===== src/rtl/pr_node_engine.sv =====
// pr_node_engine: one PageRank compute node holding N local pages of an
// N*NODES-page graph. Each barrier round it rebuilds every local page value
// from its in-edges (local edges read directly, remote edges fetched over the
// request/response port), then commits the new values after the global sync.
// Committed values are double-buffered so peer queries always see the
// previous iteration.
module pr_node_engine #(
    parameter int              N        = 16,
    parameter int              NODES    = 4,
    parameter int              WIDTH    = 16,
    parameter logic [WIDTH-1:0] D       = 16'h2666,
    parameter int              MAX_ITER = 8,
    localparam int             M        = N * NODES,
    localparam int             PW       = $clog2(M),
    localparam int             IW       = (NODES > 1) ? $clog2(NODES) : 1
) (
    input  logic                 clk,
    input  logic                 reset_n,
    input  logic                 start,
    input  logic [N*M-1:0]       adjacency,
    input  logic [N*WIDTH-1:0]   weights,
    input  logic [IW-1:0]        node_id,
    output logic                 req_valid,
    output logic [PW-1:0]        req_page,
    input  logic                 req_ready,
    input  logic                 rsp_valid,
    input  logic [WIDTH-1:0]     rsp_data,
    input  logic                 qry_valid,
    input  logic [PW-1:0]        qry_page,
    output logic                 reply_valid,
    output logic [WIDTH-1:0]     reply_data,
    output logic                 sync_out,
    input  logic                 sync_in,
    output logic [N*WIDTH-1:0]   vals,
    output logic [15:0]          iter_count,
    output logic                 busy,
    output logic                 done
);

    localparam int LW = (N > 1) ? $clog2(N) : 1;
    localparam int AW = (N * M > 1) ? $clog2(N * M) : 1;

    // Fixed-point constants: damped scale (1-d), uniform start value, and
    // the teleport term d/M that seeds every accumulation.
    localparam logic [3*WIDTH-1:0] ONE_W   = (3*WIDTH)'(1) << WIDTH;
    localparam logic [3*WIDTH-1:0] DB      = ONE_W - (3*WIDTH)'(D);
    localparam logic [WIDTH-1:0]   INIT    = WIDTH'(ONE_W / (3*WIDTH)'(M));
    localparam logic [WIDTH-1:0]   DN      = WIDTH'((3*WIDTH)'(D) / (3*WIDTH)'(M));
    localparam logic [WIDTH:0]     ACC_MAX = {1'b0, {WIDTH{1'b1}}};

    localparam logic [2:0] S_IDLE    = 3'd0;
    localparam logic [2:0] S_INIT    = 3'd1;
    localparam logic [2:0] S_SCAN    = 3'd2;
    localparam logic [2:0] S_REQ     = 3'd3;
    localparam logic [2:0] S_WAIT    = 3'd4;
    localparam logic [2:0] S_BARRIER = 3'd5;
    localparam logic [2:0] S_COMMIT  = 3'd6;
    localparam logic [2:0] S_DONE    = 3'd7;

    // (1-d) * w * v, truncated to WIDTH bits.
    function automatic logic [WIDTH-1:0] f_contrib(input logic [WIDTH-1:0] w,
                                                   input logic [WIDTH-1:0] v);
        return WIDTH'((DB * {{(2*WIDTH){1'b0}}, w} * {{(2*WIDTH){1'b0}}, v}) >> (2*WIDTH));
    endfunction

    logic [1:0]        r_rst_sync;
    logic              w_rst_n;
    logic [2:0]        r_state;
    logic [LW-1:0]     r_p;
    logic [PW-1:0]     r_k;
    logic [WIDTH:0]    r_acc;
    logic [15:0]       r_iter;
    logic [WIDTH-1:0]  r_cur [N];
    logic [WIDTH-1:0]  r_nxt [N];
    logic              r_reply_valid;
    logic [WIDTH-1:0]  r_reply_data;

    logic [WIDTH-1:0]  w_weight [N];
    logic [PW:0]       w_base;
    logic [PW:0]       w_k_off;
    logic              w_k_local;
    logic [LW-1:0]     w_k_idx;
    logic [AW-1:0]     w_adj_idx;
    logic              w_adj_bit;
    logic [PW:0]       w_qry_off;
    logic              w_qry_local;
    logic [LW-1:0]     w_qry_idx;
    logic              w_advance;
    logic [WIDTH-1:0]  w_addend;
    logic [WIDTH:0]    w_sum;
    logic [WIDTH:0]    w_acc_new;

    for (genvar r = 0; r < N; r++) begin : g_lanes
        assign w_weight[r]               = weights[r*WIDTH +: WIDTH];
        assign vals[r*WIDTH +: WIDTH]    = r_cur[r];
    end

    // Local page range of this node and the position of the scanned source.
    assign w_base    = (PW+1)'(node_id) * (PW+1)'(N);
    assign w_k_off   = {1'b0, r_k} - w_base;
    assign w_k_local = ({1'b0, r_k} >= w_base) && (w_k_off < (PW+1)'(N));
    assign w_k_idx   = w_k_off[LW-1:0];
    assign w_adj_idx = AW'(r_p) * AW'(M) + AW'(r_k);
    assign w_adj_bit = adjacency[w_adj_idx];

    assign w_qry_off   = {1'b0, qry_page} - w_base;
    assign w_qry_local = ({1'b0, qry_page} >= w_base) && (w_qry_off < (PW+1)'(N));
    assign w_qry_idx   = w_qry_off[LW-1:0];

    // Hold the internal reset until two clean clock edges after release so
    // deassertion is synchronous while assertion stays immediate.
    always_ff @(posedge clk or negedge reset_n) begin
        if (!reset_n) r_rst_sync <= 2'b00;
        else          r_rst_sync <= {r_rst_sync[0], 1'b1};
    end
    assign w_rst_n = r_rst_sync[1];

    // Decide whether the current source k is finished this cycle and what it adds.
    always_comb begin
        // NOTE: every output gets a default first so no path infers a latch.
        w_advance = 1'b0;
        w_addend  = '0;
        case (r_state)
            S_SCAN: begin
                if (!w_adj_bit) begin
                    w_advance = 1'b1;
                end else if (w_k_local) begin
                    w_advance = 1'b1;
                    w_addend  = f_contrib(w_weight[w_k_idx], r_cur[w_k_idx]);
                end
            end
            S_WAIT: begin
                if (rsp_valid) begin
                    w_advance = 1'b1;
                    w_addend  = rsp_data;
                end
            end
            default: ;
        endcase
    end

    assign w_sum     = r_acc + {1'b0, w_addend};
    assign w_acc_new = (w_sum > ACC_MAX) ? ACC_MAX : w_sum;

    // Iteration FSM: scan every (page, source) pair, fetch remote sources,
    // then wait at the barrier and commit the next-value buffer.
    always_ff @(posedge clk or negedge w_rst_n) begin
        if (!w_rst_n) begin
            // NOTE: state is updated with non-blocking assignments so every
            // register samples the pre-edge values of the others.
            r_state <= S_IDLE;
            r_p     <= '0;
            r_k     <= '0;
            r_acc   <= '0;
            r_iter  <= '0;
            // NOTE: the value buffers are small register arrays that must hold
            // a defined start value, so they are reset explicitly.
            for (int i = 0; i < N; i++) begin
                r_cur[i] <= INIT;
                r_nxt[i] <= INIT;
            end
        end else begin
            case (r_state)
                S_IDLE: begin
                    if (start) begin
                        r_iter  <= '0;
                        r_state <= S_INIT;
                    end
                end
                S_INIT: begin
                    r_p     <= '0;
                    r_k     <= '0;
                    r_acc   <= {1'b0, DN};
                    r_state <= S_SCAN;
                end
                S_SCAN, S_WAIT: begin
                    if (w_advance) begin
                        r_state <= S_SCAN;
                        if (r_k == PW'(M - 1)) begin
                            r_nxt[r_p] <= w_acc_new[WIDTH-1:0];
                            if (r_p == LW'(N - 1)) begin
                                r_state <= S_BARRIER;
                            end else begin
                                r_p   <= r_p + LW'(1);
                                r_k   <= '0;
                                r_acc <= {1'b0, DN};
                            end
                        end else begin
                            r_k   <= r_k + PW'(1);
                            r_acc <= w_acc_new;
                        end
                    end else if (r_state == S_SCAN) begin
                        r_state <= S_REQ;
                    end
                end
                S_REQ: begin
                    if (req_ready) r_state <= S_WAIT;
                end
                S_BARRIER: begin
                    if (sync_in) r_state <= S_COMMIT;
                end
                S_COMMIT: begin
                    r_cur  <= r_nxt;
                    r_iter <= r_iter + 16'd1;
                    r_state <= (r_iter + 16'd1 == 16'(MAX_ITER)) ? S_DONE : S_INIT;
                end
                S_DONE: begin
                    if (start) begin
                        r_iter  <= '0;
                        r_state <= S_INIT;
                    end
                end
                default: r_state <= S_IDLE;
            endcase
        end
    end

    // Peer query reply, registered one cycle after the strobe from committed values.
    always_ff @(posedge clk or negedge w_rst_n) begin
        if (!w_rst_n) begin
            r_reply_valid <= 1'b0;
            r_reply_data  <= '0;
        end else begin
            r_reply_valid <= qry_valid;
            if (qry_valid && w_qry_local)
                r_reply_data <= f_contrib(w_weight[w_qry_idx], r_cur[w_qry_idx]);
            else
                r_reply_data <= '0;
        end
    end

    assign reply_valid = r_reply_valid;
    assign reply_data  = r_reply_data;
    assign req_valid   = (r_state == S_REQ);
    assign req_page    = req_valid ? r_k : '0;
    assign sync_out    = (r_state == S_BARRIER);
    assign busy        = (r_state != S_IDLE) && (r_state != S_DONE);
    assign done        = (r_state == S_DONE);
    assign iter_count  = r_iter;

endmodule


===== config.mk =====
export PLATFORM = sky130hd
export DESIGN_NAME = pr_node_engine
export DESIGN_NICKNAME = d
export VERILOG_FILES = /design/src/rtl/pr_node_engine.sv
export SDC_FILE = /design/constraint.sdc
export NUM_CORES = 2
export LEC_CHECK = 0
export BUFFER_PORTS_ARGS = -buffer_cell sky130_fd_sc_hd__clkbuf_2
export CAP_MARGIN = 20
export CORE_AREA = 2 2 622 624
export CTS_CLUSTER_DIAMETER = 60
export DETAILED_ROUTE_END_ITERATION = 7
export DIE_AREA = 0 0 624 626
export GPL_ROUTABILITY_DRIVEN = 1
export PLACE_DENSITY = 0.49
export SLEW_MARGIN = 20
export SYNTH_ARGS = -nofsm -noshare
export SYNTH_HDL_FRONTEND = slang
export SYNTH_SLANG_ARGS = --single-unit

===== constraint.sdc =====
create_clock -name clk -period 36.7 [get_ports clk]
set_input_delay 7.34 -clock clk [delete_from_list [all_inputs] [get_ports clk]]
set_output_delay 7.34 -clock clk [all_outputs]
set_load 0.005 [all_outputs]

* Yosys cells after proc, flatten, opt, wreduce, memory -nomap -nowiden *
Cells that the tools add are included.

word-level totals
  register bits = 577
  bits of input ports = 1311
  output and inout bits = 299
  logic and storage cells = 150

operators by class
  add/subtract/negate cells = 7
  $mul = 4
  $lt $le $gt $ge = 10
  equality and inequality tests = 19
  mux-type cells = 51
  bitwise logic cells = 3
  reduce and logical (&&, ||, !) cells = 16

operators by type and width
  kind                      number
  $bmux W16 S4              4
  $bwmux W256               1
  $mux W16                  14
  $mul A31 B16 Y47          2
  $mux W17                  4
  $demux W16 S4             1
  $pmux W16 S2              2
  $mul A15 B16 Y31 const A  2
  $pmux W17 S2              1
  $mux W3                   8
  $mux W6                   4
  $pmux W3 S6               1
  $add A17 B16 Y17          1
  $gt A17 B16 Y1 const B    1
  $add A16 B1 Y16 const B   1
  $eq A16 B4 Y1 const B     1
  $ge A5 B5 Y1 const B      3
  $not A4 Y5                3
  $lt A7 B5 Y1 const B      2
  $sub A6 B6 Y7             2
  $eq A3 B3 Y1 const B      4
  $ge A6 B6 Y1              2
  $mux W4                   3
  $pmux W6 S2               1
  other kinds (24)          42

* Logic depth before layout (Yosys ltp) *
  word-level depth = 16
  depth in mapped cells = 72
  gate-level depth less buffers = 61

* Least setup slack after synthesis *
Ideal clock, no wire load.

  kind = input-to-reg
  start point = in weights[81]
  end point = reg r_nxt[127] (netlist name)
  data arrival time = 21.623 ns
  required time = 36.575 ns
  path slack = 14.953 ns
  stages = 61
  buffers on the path = 4
  path through = mux4_2 mux2i_1 nand2_1 nand2_1 inv_1 ha_1 xor2_1 ha_1 or2_2 fa_1 fa_1 fa_1 inv_1 fa_1 inv_1 ha_1 nand3_1 nor2_1 (+25 left out) o21bai_4 xnor2_1 o21ai_0 fa_1 a21o_1 a21oi_1 o21bai_1 a21o_1 a21oi_1 o21a_1 o21a_1 or4_1 clkbuf_1 nand3_1 or4_1 buf_1 clkbuf_1 mux2_2

between the ends
  longest elaborated chain between the ends = 12

ends and longest elaborated chain
  element                                         RTL line  source
  start: declaration                              21        input logic [N*WIDTH-1:0] weights,
  $bmux W16 S4 *                                  129       w_addend = f_contrib(w_weight[w_k_idx], r_cur[w_k_idx]);
  $mux W16 (not written as such) * (2 in series)  129
  $mul A15 B16 Y31 *                              63        return WIDTH'((DB * {{(2*WIDTH){1'b0}}, w} * {{(2*WIDTH){1'b0}}, v}) >> (2*WIDTH));
  $mul A31 B16 Y47 *                              63
  $mux W16 *                                      127       end else if (w_k_local) begin
  $mux W16 *                                      125       if (!w_adj_bit) begin
  $pmux W16 S2 *                                  123       case (r_state)
  $add A17 B16 Y17 *                              142       assign w_sum = r_acc + {1'b0, w_addend};
  $gt A17 B16 Y1                                  143       assign w_acc_new = (w_sum > ACC_MAX) ? ACC_MAX : w_sum;
  $mux W17 *                                      143
  $bwmux W256 *                                   180       r_nxt[r_p] <= w_acc_new[WIDTH-1:0];
  end signal: indexed assignment                  180
  end: declaration                                74        logic [WIDTH-1:0] r_nxt [N];

Every way passes the cells marked *; elsewhere a longest branch is shown, timed or not. The select of a mux whose other input is x is not followed.
A chain may end at the register's enable or synchronous reset.

* Final worst setup path *
  start point = in weights[209]
  end point = reg r_nxt[127] (netlist name)

The elaborated chain is that of the path after synthesis.

==> run metrics <==
grt ovf=0; Syn-to-layout area delta=20.7%; largest net degree at the start of global routing=173; final net count=between 10000 and 15000; Die Height=roughly 630 um; Slew Limit Fails=0; met3 Use GR=under 10%; Synth Area in Adders=33.0%; M1 GR Usage=between 20 and 30%; Final period util=64.8%; area leader, netlist=fa_1; Area contributors post-synth=fa_1 (25%), dfrtp_1 (17%), mux4_2 (15%); Worst Tran Pin Value=1.33 ns; Most Frequent Cell on Critical Path=fa_1; Mapped Cells=7628; synthesized area=roughly 80000 um2; met2 global-route usage=between 20% and 30%; Setup Skew=between 0.04 and 0.05 ns; hold_buf cts=0; startpoint type of the worst setup path=input port; most frequent cells in the layout=nand2_1 (1621), clkbuf_2 (1605), inv_1 (1122); Largest stage delay, worst path=0.65 ns; Initial DRC Count=roughly 5600; synthesized flop and latch total=577; commonest non-fill, non-tap cell in the layout=nand2_1; max_slew headroom=11.3%; Core ar.=approximately 380000 um2; Synth async-reset ratio=100%; DR vias/cell=4.62; via count=roughly 66000; xor/xnor share of the synthesized area=1.23%; routability-driven placement congestion ratio=0.935; WP data required=37.28 ns; CTS tree=done; top-area cell type share of the netlist area=24.8%; Detail Route Antenna Nets=0; simple-gate share of the synthesized area=12.9%; CTS clk-pin slew, worst paths=0.07 ns; chip width=about 620 um; ys flop type=dfrtp_1; H-tree depth=2; Syn. warnings=0; Residual DRC=0; TritonCTS buffer count=59; Post-synth EDFFs=0; Synth Net Count=10400; worst skew pair latency=0.72 ns; vias in the first global route=about 68000; count of final hold-check violations=0; DIE AREA=391000 um2; root buf cell=clkbuf_16; port bufs=1609; share of cells above drive strength 1=30.9%; cts repair resizes=0; setup TNS=0 ns; Critical Path Slowest Stage Cell=or4_1; CP Capture Type=flip-flop; crit path max fanout=17; routed wire length=408000 um; RSZ-0062 raised after global routing=no; first-pass GRT wire length=559000 um; # setup viols final=0; WL/cell=around 29 um; Hold Crit Class=reg2async; Fill cells=41600; maxcap violations=0; main combinational cell family by area after synthesis=adder cells; post-synthesis average cell area=10.3 um2; Tmin final=approximately 24 ns; std cell rows=228; Initial Utilization=20.4%; Post-DP HPWL=338000 um; CP Class=in2reg; fmax=0.0421 GHz; Synth cell types=96; GR Util All Layers=20.5%; setup bufs post-CTS=0; sequential-to-total area share from yosys stat=between 10% and 20%; worst path arrival time=24.35 ns; initial antenna violation count=86; Compound-Gate Fraction of Synth Area=5.18%; total clock sinks=between 500 and 600; GR peak layer=met2; Max clock buf depth=3; outcome=completed; 1st-pass router iterations=5; post-synthesis mux area share=20.8%; Ports=1610
-- worst paths after layout --
| check | startpoint | end | cells past startpoint | slack [ns] |
|---|---|---|---|---|
| max | weights[209] | r_nxt[127] | 62 | 12.93 |
| min in group clk | r_rst_sync[0] | r_rst_sync[1] | 0 | 0.36 |
| max reg2reg | r_k[0] | r_nxt[127] | 62 | 18.29 |
| min | r_rst_sync[1] | r_nxt[102] | 0 | 0.34 |
| min reg2reg | r_rst_sync[1] | r_nxt[102] | 0 | 0.34 |
| max in group asynchronous | reset_n | r_rst_sync[1] | 1 | 30.19 |
-- cell families after synthesis --
| logic type | count (synthesis) |
|---|---|
| adder cells (fa/ha/maj) | 1486 |
| AO/OA/AOI/OAI | 591 |
| AND/OR/NAND/NOR | 2354 |
| buffers and inverters | 1579 |
| other | 1 |
| multiplexers | 930 |
| flip-flops | 577 |
| XOR/XNOR | 110 |
-- synth_stat cells (all sizes together) (9+ instances only) --
cell type / instances
a211oi: 16
o21ai: 102
nand3: 66
a21oi: 134
inv: 1125
nor2b: 20
o31ai: 13
mux4: 507
o21a: 20
a2111oi: 16
clkbuf: 300
a221o: 10
a31oi: 19
and3: 51
xnor2: 76
nand2: 1622
o211ai: 9
a22oi: 19
mux2: 272
or3: 14
o22ai: 35
nand2b: 42
dfstp: 32
mux2i: 151
nand4: 30
ha: 515
o221ai: 30
xor2: 34
fa: 971
a21o: 63
a22o: 23
nor3: 55
buf: 153
and2: 231
or2: 15
dfrtp: 545
nor2: 180
or4: 9
o21bai: 14
a221oi: 12
-- per-layer routing --
metal  share of wire (%)  vias to the layer above
met5                0.16                        -
met4                 2.5                       38
met3                  12                      370
met2                  42                     2674
met1                  43                    34500
li1                    -                    28100
-- stage by stage --
stage / worst slack, ns / area, um2 / std cells / util (%) / hold WS [ns]
after floorplan: 14.95 / 78300 / 7628 / - / 0.331
after global placement: 12.23 / 92300 / 14000 / 24.0 / 0.336
after detailed placement: 12.05 / 92300 / 14000 / 24.0 / 0.340
after CTS: 12.77 / 94300 / 14100 / 24.5 / 0.348
after global routing: 11.73 / 94400 / 14200 / 24.6 / 0.379
final: 12.93 / 94500 / 14200 / 24.6 / 0.336
-- area by class of cell --
cell class / instances / area, um2 / area share (%)
Antenna cell: 72 / 180 / 0.191
Clock buffer: 82 / 1670 / 1.77
Clock inverter: 29 / 333 / 0.352
Inverter: 1126 / 4230 / 4.48
Multi-Input combinational cell: 5472 / 57700 / 61.0
Sequential cell: 577 / 14500 / 15.3
Tap cell: 5060 / 6330 / 6.70
Timing Repair Buffer: 1795 / 9580 / 10.1
-- sequential cells by signal (all words and copies together) (netlist names) --
name         cells
r_p              4
reply_valid      1
r_nxt          256
r_acc           17
r_state          3
r_k              6
iter_count      16
reply_data      16
r_rst_sync       2
vals           256
-- worst max-delay path, delay by kind of cell --
kind	cells	cell delay, ns
fa+ha+maj	15	6.59
compound gates	20	4.31
simple gates	11	2.68
mux	3	1.43
buf+inv	10	1.34
xor+xnor	3	0.52
Power is not shown: default switching activity piles up to over one toggle a cycle in this logic, so the estimate is an artifact.
